## src/rtl/alu_control.sv

```systemverilog
// ALU-stage instruction decode: maps the 4-bit ALU opcode to the eight datapath
// control lines, an activity flag, and two glitch-free gated copies of the clock.

module alu_control (
    input  logic Clock,
    input  logic Reset_n,
    input  logic Pipe1Out_4_ALUOP0,
    input  logic Pipe1Out_5_ALUOP1,
    input  logic Pipe1Out_6_ALUOP2,
    input  logic Pipe1Out_7_ALUOP3,
    output logic AluClock_bufgce,
    output logic AluClock_and,
    output logic AluActive,
    output logic AC0_RHS0,
    output logic AC1_RHS1,
    output logic AC2_RHS2,
    output logic AC3_RHS3,
    output logic AC4_LHS0,
    output logic AC5_LHS1,
    output logic AC6_CS0,
    output logic AC7_CS1
);

    logic [3:0] op_s;
    logic [7:0] cw_s;
    logic       alu_active_s;
    logic       en_d;
    logic       en_q;

    assign op_s = {Pipe1Out_7_ALUOP3, Pipe1Out_6_ALUOP2, Pipe1Out_5_ALUOP1, Pipe1Out_4_ALUOP0};

    // Opcode decode; the activity flag comes from the same case so an unknown opcode
    // falls into the default and reads as a NOP on both outputs.
    always_comb begin
        cw_s         = 8'h00;
        alu_active_s = 1'b0;
        case (op_s)
            4'd1:    begin cw_s = 8'h1A; alu_active_s = 1'b1; end
            4'd2:    begin cw_s = 8'h9A; alu_active_s = 1'b1; end
            4'd3:    begin cw_s = 8'h55; alu_active_s = 1'b1; end
            4'd4:    begin cw_s = 8'h95; alu_active_s = 1'b1; end
            4'd5:    begin cw_s = 8'h50; alu_active_s = 1'b1; end
            4'd6:    begin cw_s = 8'h1F; alu_active_s = 1'b1; end
            4'd7:    begin cw_s = 8'h08; alu_active_s = 1'b1; end
            4'd8:    begin cw_s = 8'h0E; alu_active_s = 1'b1; end
            4'd9:    begin cw_s = 8'h06; alu_active_s = 1'b1; end
            4'd10:   begin cw_s = 8'h03; alu_active_s = 1'b1; end
            4'd11:   begin cw_s = 8'h1C; alu_active_s = 1'b1; end
            4'd12:   begin cw_s = 8'h9C; alu_active_s = 1'b1; end
            4'd13:   begin cw_s = 8'h20; alu_active_s = 1'b1; end
            4'd14:   begin cw_s = 8'hA0; alu_active_s = 1'b1; end
            4'd15:   begin cw_s = 8'hE0; alu_active_s = 1'b1; end
            default: begin cw_s = 8'h00; alu_active_s = 1'b0; end
        endcase
    end

    // Next value of the gate enable.
    always_comb begin
        en_d = alu_active_s;
    end

    // Enable is captured while Clock is low so the gated high phase is never cut short.
    always_ff @(negedge Clock or negedge Reset_n) begin
        if (!Reset_n) begin
            en_q <= 1'b0;
        end else begin
            en_q <= en_d;
        end
    end

    assign AluClock_and = Clock & en_q;

    alu_bufgce u_bufgce (
        .i  (Clock),
        .ce (en_q),
        .o  (AluClock_bufgce)
    );

    assign AluActive = alu_active_s;
    assign {AC7_CS1, AC6_CS0, AC5_LHS1, AC4_LHS0, AC3_RHS3, AC2_RHS2, AC1_RHS1, AC0_RHS0} = cw_s;

endmodule

// Behavioural stand-in for the FPGA clock-buffer-with-enable primitive; swap for the
// vendor cell at implementation.
module alu_bufgce (
    input  logic i,
    input  logic ce,
    output logic o
);

    assign o = i & ce;

endmodule

```

## config.mk

```make
export PLATFORM = sky130hd
export DESIGN_NAME = alu_control
export DESIGN_NICKNAME = d
export VERILOG_FILES = /design/src/rtl/alu_control.sv
export SDC_FILE = /design/constraint.sdc
export NUM_CORES = 1
export LEC_CHECK = 0
export BUFFER_PORTS_ARGS = -buffer_cell sky130_fd_sc_hd__buf_2
export CORE_AREA = 2 2 39 41
export DETAILED_ROUTE_END_ITERATION = 10
export DIE_AREA = 0 0 41 43
export HOLD_SLACK_MARGIN = 0.06
export SLEW_MARGIN = 20
export SYNTH_ARGS = -nofsm -noshare
export SYNTH_HDL_FRONTEND = slang
export SYNTH_HIERARCHICAL = 1
export SYNTH_SLANG_ARGS = --single-unit
```

## constraint.sdc

```tcl
create_clock -name Clock -period 1.4 [get_ports Clock]
set_clock_uncertainty 0.1 [all_clocks]
set_input_delay 0.14 -clock Clock [delete_from_list [all_inputs] [get_ports Clock]]
set_output_delay 0.14 -clock Clock [all_outputs]
set_load 0.005 [all_outputs]
```

==> results.cfg, run 1 <==
[placed_design]
hpwl_um = 619.7
place_worst_setup_slack_ns = -0.1219
port_buffers = 16
gp_congestion = 0.7098

[synthesis]
ys_ff_latch = 1
ys_types = 22
synthesis.nets = 51
yosys_warnings = 6
syn_inst = 39
synth.avg_cell_area_um2 = 8.662
seq_area_frac_synth = 0.07407
syn_area_um2 = 337.8

[routing]
detail_route.vias_per_cell = 4.286
ant_nets = 0
first_pass_iters = 2
drt_wl_total_um = 872
first_iter_violations = 5
vias = 360
drc_errors = 0
drt-wirelength-per-cell_um = 10.38

[die]
die_w_um = 41
die_h_um = 43
start_util = 0.2441
num_rows = 14
die_area_mm2 = 0.001763
io_pins = 17
coreArea_mm2 = 0.001384

[timing]
rsz0062_at_grt = yes
layout_setup_ws_ns = -0.4696
setup_tns_ns = -0.9390
worst_pin_slew_ns = 0.1785
relSlewSlack = 0.8785
drv_slew = 0
setup_violations = 4
hold_viol_final = 0

[worst_setup_path]
critical_path_arrival_ns = 1.63
slowest_stage = dfrtn_1
cp_cell_sequence = and2_1 > buf_2
crit_type = reg -> out
cp-end-kind = output port
path_max_fanout = 2
cp_data_required_time_ns = 1.16
crit_path_max_incr_delay_ns = 0.38
path_buf_inv = 1
crit_path_start_kind = register
critical-path-top-delay-family = flip-flops

[global_routing]
grt_pass1_vias = 365
gr-total-overflow = 0
grt_first_pass_wirelength_um = 1338
antenna_found_initial = 0
grt_max_degree = 16
grt_usage = 0.1210

[layout]
nets = 82
largest_registers = en_q x1
diodes = 0
area_growth_pct = 85.93
regMostFlops = en_q
largest_register_ffs = 1
drive_above_1_share = 0.6471

[run]
cap_violations = 0

[clocking]
cts_tree = done
path_clk_slew_ns = 0.03

[pwr]
powerDensity_mw_per_mm2 = 837.7
ir_drop_mv = 0.2972
p_leak_nw = 0.3029

[run_status]
run_status = complete, but fails checks
violations = negative setup slack

[worst_hold_path]
holdCritPathClass = clk -> out
## where the power goes
| group | leakage [nW] | internal (mW) | switching (mW) | total, mW |
|---|---|---|---|---|
| combinational | 0.253 | 0.0884 | 0.0683 | 0.157 |
| clock | 0.0404 | 0.252 | 0.0868 | 0.339 |
| sequential | 0.00914 | 0.0301 | 0.000211 | 0.0303 |
## per-layer routing
| metal | GRT usage | share of wire | wire [µm] |
|---|---|---|---|
| met1 | 0.1016 | 0.37 | 324 |
| met2 | 0.1875 | 0.56 | 488 |
| met3 | 0.03665 | 0.067 | 58 |
| met4 | 0.1467 | 0 | 0 |
| met5 | 0 | 0 | 0 |
## layout make-up
cell class / count / area (µm²)
Clock buffer: 8 / 55.05
Fill cell: 138 / 755.7
Inverter: 2 / 7.507
Multi-Input combinational cell: 33 / 341.6
Sequential cell: 1 / 25.02
Tap cell: 16 / 20.02
Timing Repair Buffer: 24 / 178.9
## final timing paths
kind / startpoint / to / slack (ns) / depth (start not counted)
min in group asynchronous: Reset_n / en_q / 0.59 / 2
worst max-delay path: en_q / AluClock_and / -0.47 / 2
max in group asynchronous: Reset_n / en_q / 0.49 / 2
worst min-delay path: Clock / AluClock_and / 0.46 / 4
## stage by stage
stage / utilization / hold WS, ns / total power, mW / cell area, µm² / instances
after CTS: 0.4340 / 0.4731 / 0.5393 / 600.6 / 83
final: 0.4539 / 0.4594 / 0.5262 / 628.1 / 84
after global routing: 0.4539 / 0.5127 / 0.6037 / 628.1 / 84
after detailed placement: 0.3481 / 0.2298 / 0.2548 / 481.7 / 76
after global placement: 0.3481 / 0.2298 / 0.2535 / 481.7 / 76
after floorplan: - / 0.1559 / 0.1606 / 351.6 / 39
## cells in the mapped netlist
cell type / n / area [µm²]
a21oi_1: 1 / 5.000
a22o_1: 1 / 8.760
a22oi_1: 1 / 7.510
a31o_2: 1 / 8.760
and2_1: 3 / 18.77
buf_4: 2 / 15.01
buf_6: 1 / 11.26
dfrtn_1: 1 / 25.02
ha_1: 6 / 75.07
inv_1: 2 / 7.510
mux2_2: 2 / 22.52
mux2_4: 1 / 15.01
mux2i_1: 4 / 40.04
nand2_1: 3 / 11.26
nand3b_1: 1 / 7.510
nor2_1: 3 / 11.26
nor3b_1: 1 / 7.510
o2bb2ai_1: 1 / 8.760
o31ai_1: 1 / 7.510
or2_2: 1 / 6.260
xnor2_1: 1 / 8.760
xor2_1: 1 / 8.760
## placed cells by master (no fill, tap or decap), types with 2 or more instances in the layout
master / instances
mux2i_1: 3
buf_6: 7
nand2_1: 2
ha_4: 3
inv_2: 2
nor2_1: 2
clkbuf_4: 6
buf_2: 14
ha_1: 3
buf_4: 4
mux2_2: 2
and2_1: 3
## tightest hold or removal path, cell delays in order
cell and delay (ns):
clkbuf_4 0.11, clkbuf_4 0.11, and2_1 0.10, buf_2 0.10
## cell families after synthesis
logic type | count (synthesis) | share of synthesized area
fa+ha+maj | 6 | 0.2222
xor+xnor | 2 | 0.05186
buf+inv | 5 | 0.09999
mux | 7 | 0.2296
flops | 1 | 0.07406
compound gates | 6 | 0.1371
simple gates | 12 | 0.1852
## timing repair
| item | in CTS | in global routing |
|---|---|---|
| setup endpoints to repair | 9 | 7 |
| pin swaps | 1 | 2 |
| hold buffers | 1 | 0 |
| gates resized for setup | 14 | 4 |
| buffers inserted | 0 | 1 |
| endpoints found under the hold margin | 1 | 0 |
(Power assumes the default switching activity.)
==> run 2, diff against run 1 <==
--- a/config.mk
+++ b/config.mk
@@ -10,6 +10,7 @@
 export DETAILED_ROUTE_END_ITERATION = 10
 export DIE_AREA = 0 0 41 43
 export HOLD_SLACK_MARGIN = 0.06
+export SKIP_LAST_GASP = 1
 export SLEW_MARGIN = 20
 export SYNTH_ARGS = -nofsm -noshare
 export SYNTH_HDL_FRONTEND = slang
==> constraint.sdc (replaced) <==
create_clock -name Clock -period 1.4 [get_ports Clock]
set_clock_uncertainty 0.1 [all_clocks]
set_input_delay 0.14 -clock Clock [delete_from_list [all_inputs] [get_ports Clock]]
set_output_delay 0.14 -clock Clock [all_outputs]
set_load 0.02 [all_outputs]
==> results.cfg, run 2 (same netlist as run 1, synthesis figures left out) <==
[timing]
setup_violations = 4
rsz0062_at_grt = yes
worst_pin_slew_ns = 0.2647
hold_viol_final = 0
layout_setup_ws_ns = -0.5276
drv_slew = 0
relSlewSlack = 0.8201
whs_ns = 0.4932

[placed_design]
placed_cells = 79
port_buffers = 16
hpwl_um = 651.4
gp_congestion = 0.7207

[die]
coreArea_mm2 = 0.001384
die_area_mm2 = 0.001763
die_w_um = 41
io_pins = 17
die_h_um = 43
start_util = 0.2441
num_rows = 14

[run]
cap_violations = 0

[routing]
drt_wl_total_um = 933
detail_route.vias_per_cell = 4.570
drt-wirelength-per-cell_um = 10.85
first_iter_violations = 0
ant_nets = 0
vias = 393
first_pass_iters = 1
drc_errors = 0

[worst_setup_path]
path_max_fanout = 2
cp_data_required_time_ns = 1.16
cp-end-kind = output port
crit_type = reg -> out
critical_path_arrival_ns = 1.69
crit_path_start_kind = register

[layout]
drive_above_1_share = 0.7286
regMostFlops = en_q
fillers = 120
largest_register_ffs = 1
area_growth_pct = 109.3
diodes = 0
layout_commonest_cell = buf_6
final_cell_mix = buf_6, buf_2, buf_4
post-route-util = 0.5109
finalNonFillerCells = 86
largest_registers = en_q x1
nets = 84

[global_routing]
gr-total-overflow = 0
grt_usage = 0.1200
antenna_found_initial = 0
grt_first_pass_wirelength_um = 1400
grt_max_degree = 13
grt_pass1_vias = 365

[clocking]
path_clk_slew_ns = 0.03
cts_tree = done

[pwr]
p_leak_nw = 0.3371
power_uw = 772.9
p_comb_frac = 0.266
p_switching_uw = 273.5
power_frac_seq = 0.039
clockPowerShare = 0.695
p_int_uw = 499.4
powerDensity_mw_per_mm2 = 1093
ir_drop_mv = 0.5592
swShare = 0.3539

[run_status]
run_status = complete, but fails checks
violations = negative setup slack

[worst_hold_path]
holdCritPathClass = clk -> out
## run 2: final timing paths
kind / startpoint / to / depth (start not counted)
worst max-delay path: en_q / AluClock_bufgce / 2
worst min-delay path: Clock / AluClock_and / 4
max in group asynchronous: Reset_n / en_q / 2
min in group asynchronous: Reset_n / en_q / 2
## run 2: layout make-up
type                       instances  area, µm²  area share
inverter                           2      7.507     0.01062
sequential                         1      25.02     0.03540
timing repair buffer              26      205.2      0.2903
multi-input combinational         33      381.6      0.5398
clock buffer                       8      67.56     0.09558
tap                               16      20.02     0.02832
## run 2: power by group through the flow
stage	Combinational [mW]	Clock, mW	Sequential [mW]
2_1_floorplan	0.108	0.164	0.0306
5_1_grt	0.220	0.590	0.0305
6_report	0.205	0.537	0.0305
3_5_place_dp	0.164	0.205	0.0307
4_1_cts	0.188	0.550	0.0304
3_3_place_gp	0.162	0.205	0.0307
## run 2: critical path: stages (launching register included)
cell and delay [ns]:
dfrtn_1 0.40, and2_4 0.14, buf_6 0.11
## run 2: routing by layer
layer | vias up | share of wire | GRT usage
met5 | - | 0 | 0
met4 | 0 | 0.025 | 0.06667
met3 | 4 | 0.069 | 0.06806
met2 | 13 | 0.52 | 0.1875
met1 | 176 | 0.39 | 0.1175
li1 | 200 | - | -
## run 2: what timing repair did
item,in CTS,in global routing
setup buffers,0,0
gates resized for setup,22,9
hold buffers,1,0
pin swaps,2,2
endpoints found under the hold margin,1,0
endpoints found under the setup margin,9,8
## run 2: per-stage QoR
stage	area [µm²]	worst slack, ns	setup TNS, ns
CTS	653.1	-0.5287	-1.054
global placement	514.2	-0.1886	-0.7989
detailed placement	514.2	-0.1926	-0.8373
finish	706.9	-0.5276	-1.052
global route	706.9	-0.5662	-1.186
floorplan	365.4	-0.1539	-0.3269
==> run 3, diff against run 2 <==
--- a/config.mk
+++ b/config.mk
@@ -5,12 +5,12 @@
 export SDC_FILE = /design/constraint.sdc
 export NUM_CORES = 1
 export LEC_CHECK = 0
-export BUFFER_PORTS_ARGS = -buffer_cell sky130_fd_sc_hd__buf_2
+export BUFFER_PORTS_ARGS = -buffer_cell sky130_fd_sc_hd__clkbuf_2
 export CORE_AREA = 2 2 39 41
+export CTS_BUF_LIST = sky130_fd_sc_hd__clkbuf_4 sky130_fd_sc_hd__clkbuf_8 sky130_fd_sc_hd__clkbuf_16
 export DETAILED_ROUTE_END_ITERATION = 10
 export DIE_AREA = 0 0 41 43
 export HOLD_SLACK_MARGIN = 0.06
-export SKIP_LAST_GASP = 1
 export SLEW_MARGIN = 20
 export SYNTH_ARGS = -nofsm -noshare
 export SYNTH_HDL_FRONTEND = slang
==> results.cfg, run 3 (same netlist as run 1, synthesis figures left out) <==
[pwr]
swShare = 0.3497
power_frac_seq = 0.037
ir_drop_mv = 0.5277
clockPowerShare = 0.711
power_uw = 832.7
p_int_uw = 541.5
p_switching_uw = 291.2
p_comb_frac = 0.252
powerDensity_mw_per_mm2 = 1126
p_leak_nw = 0.3507

[global_routing]
grt_usage = 0.1240
gr-total-overflow = 0
grt_max_degree = 13
grt_first_pass_wirelength_um = 1414
antenna_found_initial = 0
grt_pass1_vias = 396

[layout]
post-route-util = 0.5344
largest_registers = en_q x1
layout_commonest_cell = clkbuf_2
largest_register_ffs = 1
nets = 85
diodes = 0
drive_above_1_share = 0.7465
fillers = 127
finalNonFillerCells = 87
final_cell_mix = clkbuf_2, clkbuf_4, buf_4
area_growth_pct = 118.9
regMostFlops = en_q

[run_status]
run_status = complete, but fails checks
violations = negative setup slack

[die]
coreArea_mm2 = 0.001384
start_util = 0.2441
io_pins = 17
die_w_um = 41
die_area_mm2 = 0.001763
die_h_um = 43
num_rows = 14

[clocking]
path_clk_slew_ns = 0.03
cts_tree = done

[timing]
drv_slew = 0
rsz0062_at_grt = yes
relSlewSlack = 0.8190
worst_pin_slew_ns = 0.2639
layout_setup_ws_ns = -0.5430
hold_viol_final = 0
setup_violations = 4
setup_tns_ns = -1.081

[worst_hold_path]
holdCritPathClass = clk -> out
min_path_cells = 4
hold_path.startpoint = Clock
min_to = AluClock_bufgce

[worst_setup_path]
crit_path_start_kind = register
path_max_fanout = 2
cp-end-kind = output port
crit_type = reg -> out
cp_data_required_time_ns = 1.16
critical_path_arrival_ns = 1.70

[placed_design]
gp_congestion = 0.6918
port_buffers = 16
hpwl_um = 655.2
placed_cells = 79

[routing]
ant_nets = 0
drt-wirelength-per-cell_um = 10.89
detail_route.vias_per_cell = 4.425
vias = 385
drt_wl_total_um = 947
first_iter_violations = 1
first_pass_iters = 2
drc_errors = 0

[run]
cap_violations = 0
-- run 3: cell types whose count changed in the layout (fill, tap and decap cells not counted), moves of 4 or more --
cell / before / now
buf_8: 0 / 4
buf_6: 10 / 6
clkbuf_2: 0 / 8
buf_2: 9 / 1
-- run 3: power groups by stage --
| stage | logic, mW | clock network [mW] | registers, mW |
|---|---|---|---|
| after detailed placement | 0.163 | 0.207 | 0.0307 |
| after floorplan | 0.108 | 0.164 | 0.0306 |
| after CTS | 0.197 | 0.569 | 0.0304 |
| final | 0.210 | 0.592 | 0.0305 |
| after global placement | 0.162 | 0.207 | 0.0307 |
| after global routing | 0.226 | 0.642 | 0.0306 |
-- run 3: area by class of cell --
type	instances	area (µm²)	area share
sequential	1	25.02	0.03384
multi-input combinational	33	382.9	0.5178
inverter	2	10.01	0.01354
clock buffer	8	75.07	0.1015
timing repair buffer	27	226.5	0.3063
tap	16	20.02	0.02707
-- run 3: worst max path at each step --
stage | startpoint | end | slack (ns) | cells after the start
finish | en_q | AluClock_and | -0.54 | 2
global route | en_q | AluClock_and | -0.59 | 2
CTS | en_q | AluClock_and | -0.55 | 2
detailed placement | en_q | AluClock_and | -0.20 | 2
global placement | en_q | AluClock_bufgce | -0.20 | 2
floorplan | Pipe1Out_7_ALUOP3 | en_q | -0.15 | 4
-- run 3: layer usage --
metal	part of all wire	routed length (µm)	vias to the layer above	GRT usage
met4	0	0	0	0.1333
met2	0.59	563	8	0.1906
li1	-	-	198	-
met3	0.045	43	0	0.03665
met5	0	0	-	0
met1	0.36	340	179	0.1143
-- run 3: stage by stage --
step | setup slack (ns) | hold slack, ns | area [µm²]
floorplan | -0.1539 | 0.1932 | 365.4
global placement | -0.1952 | 0.2986 | 514.2
detailed placement | -0.2019 | 0.2986 | 514.2
CTS | -0.5526 | 0.5270 | 691.9
global route | -0.5868 | 0.5269 | 739.5
finish | -0.5430 | 0.4969 | 739.5
-- run 3: critical path, cell delays in order, from the launching register on --
cell and delay, ns:
dfrtn_1 0.41, and2_4 0.15, buf_8 0.10
-- run 3: repair_timing --
action | CTS | global route
pin swaps | 5 | 5
hold buffers | 1 | 0
setup endpoints to repair | 8 | 9
endpoints found under the hold margin | 1 | 0
resized for setup | 23 | 15
setup buffers | 1 | 0
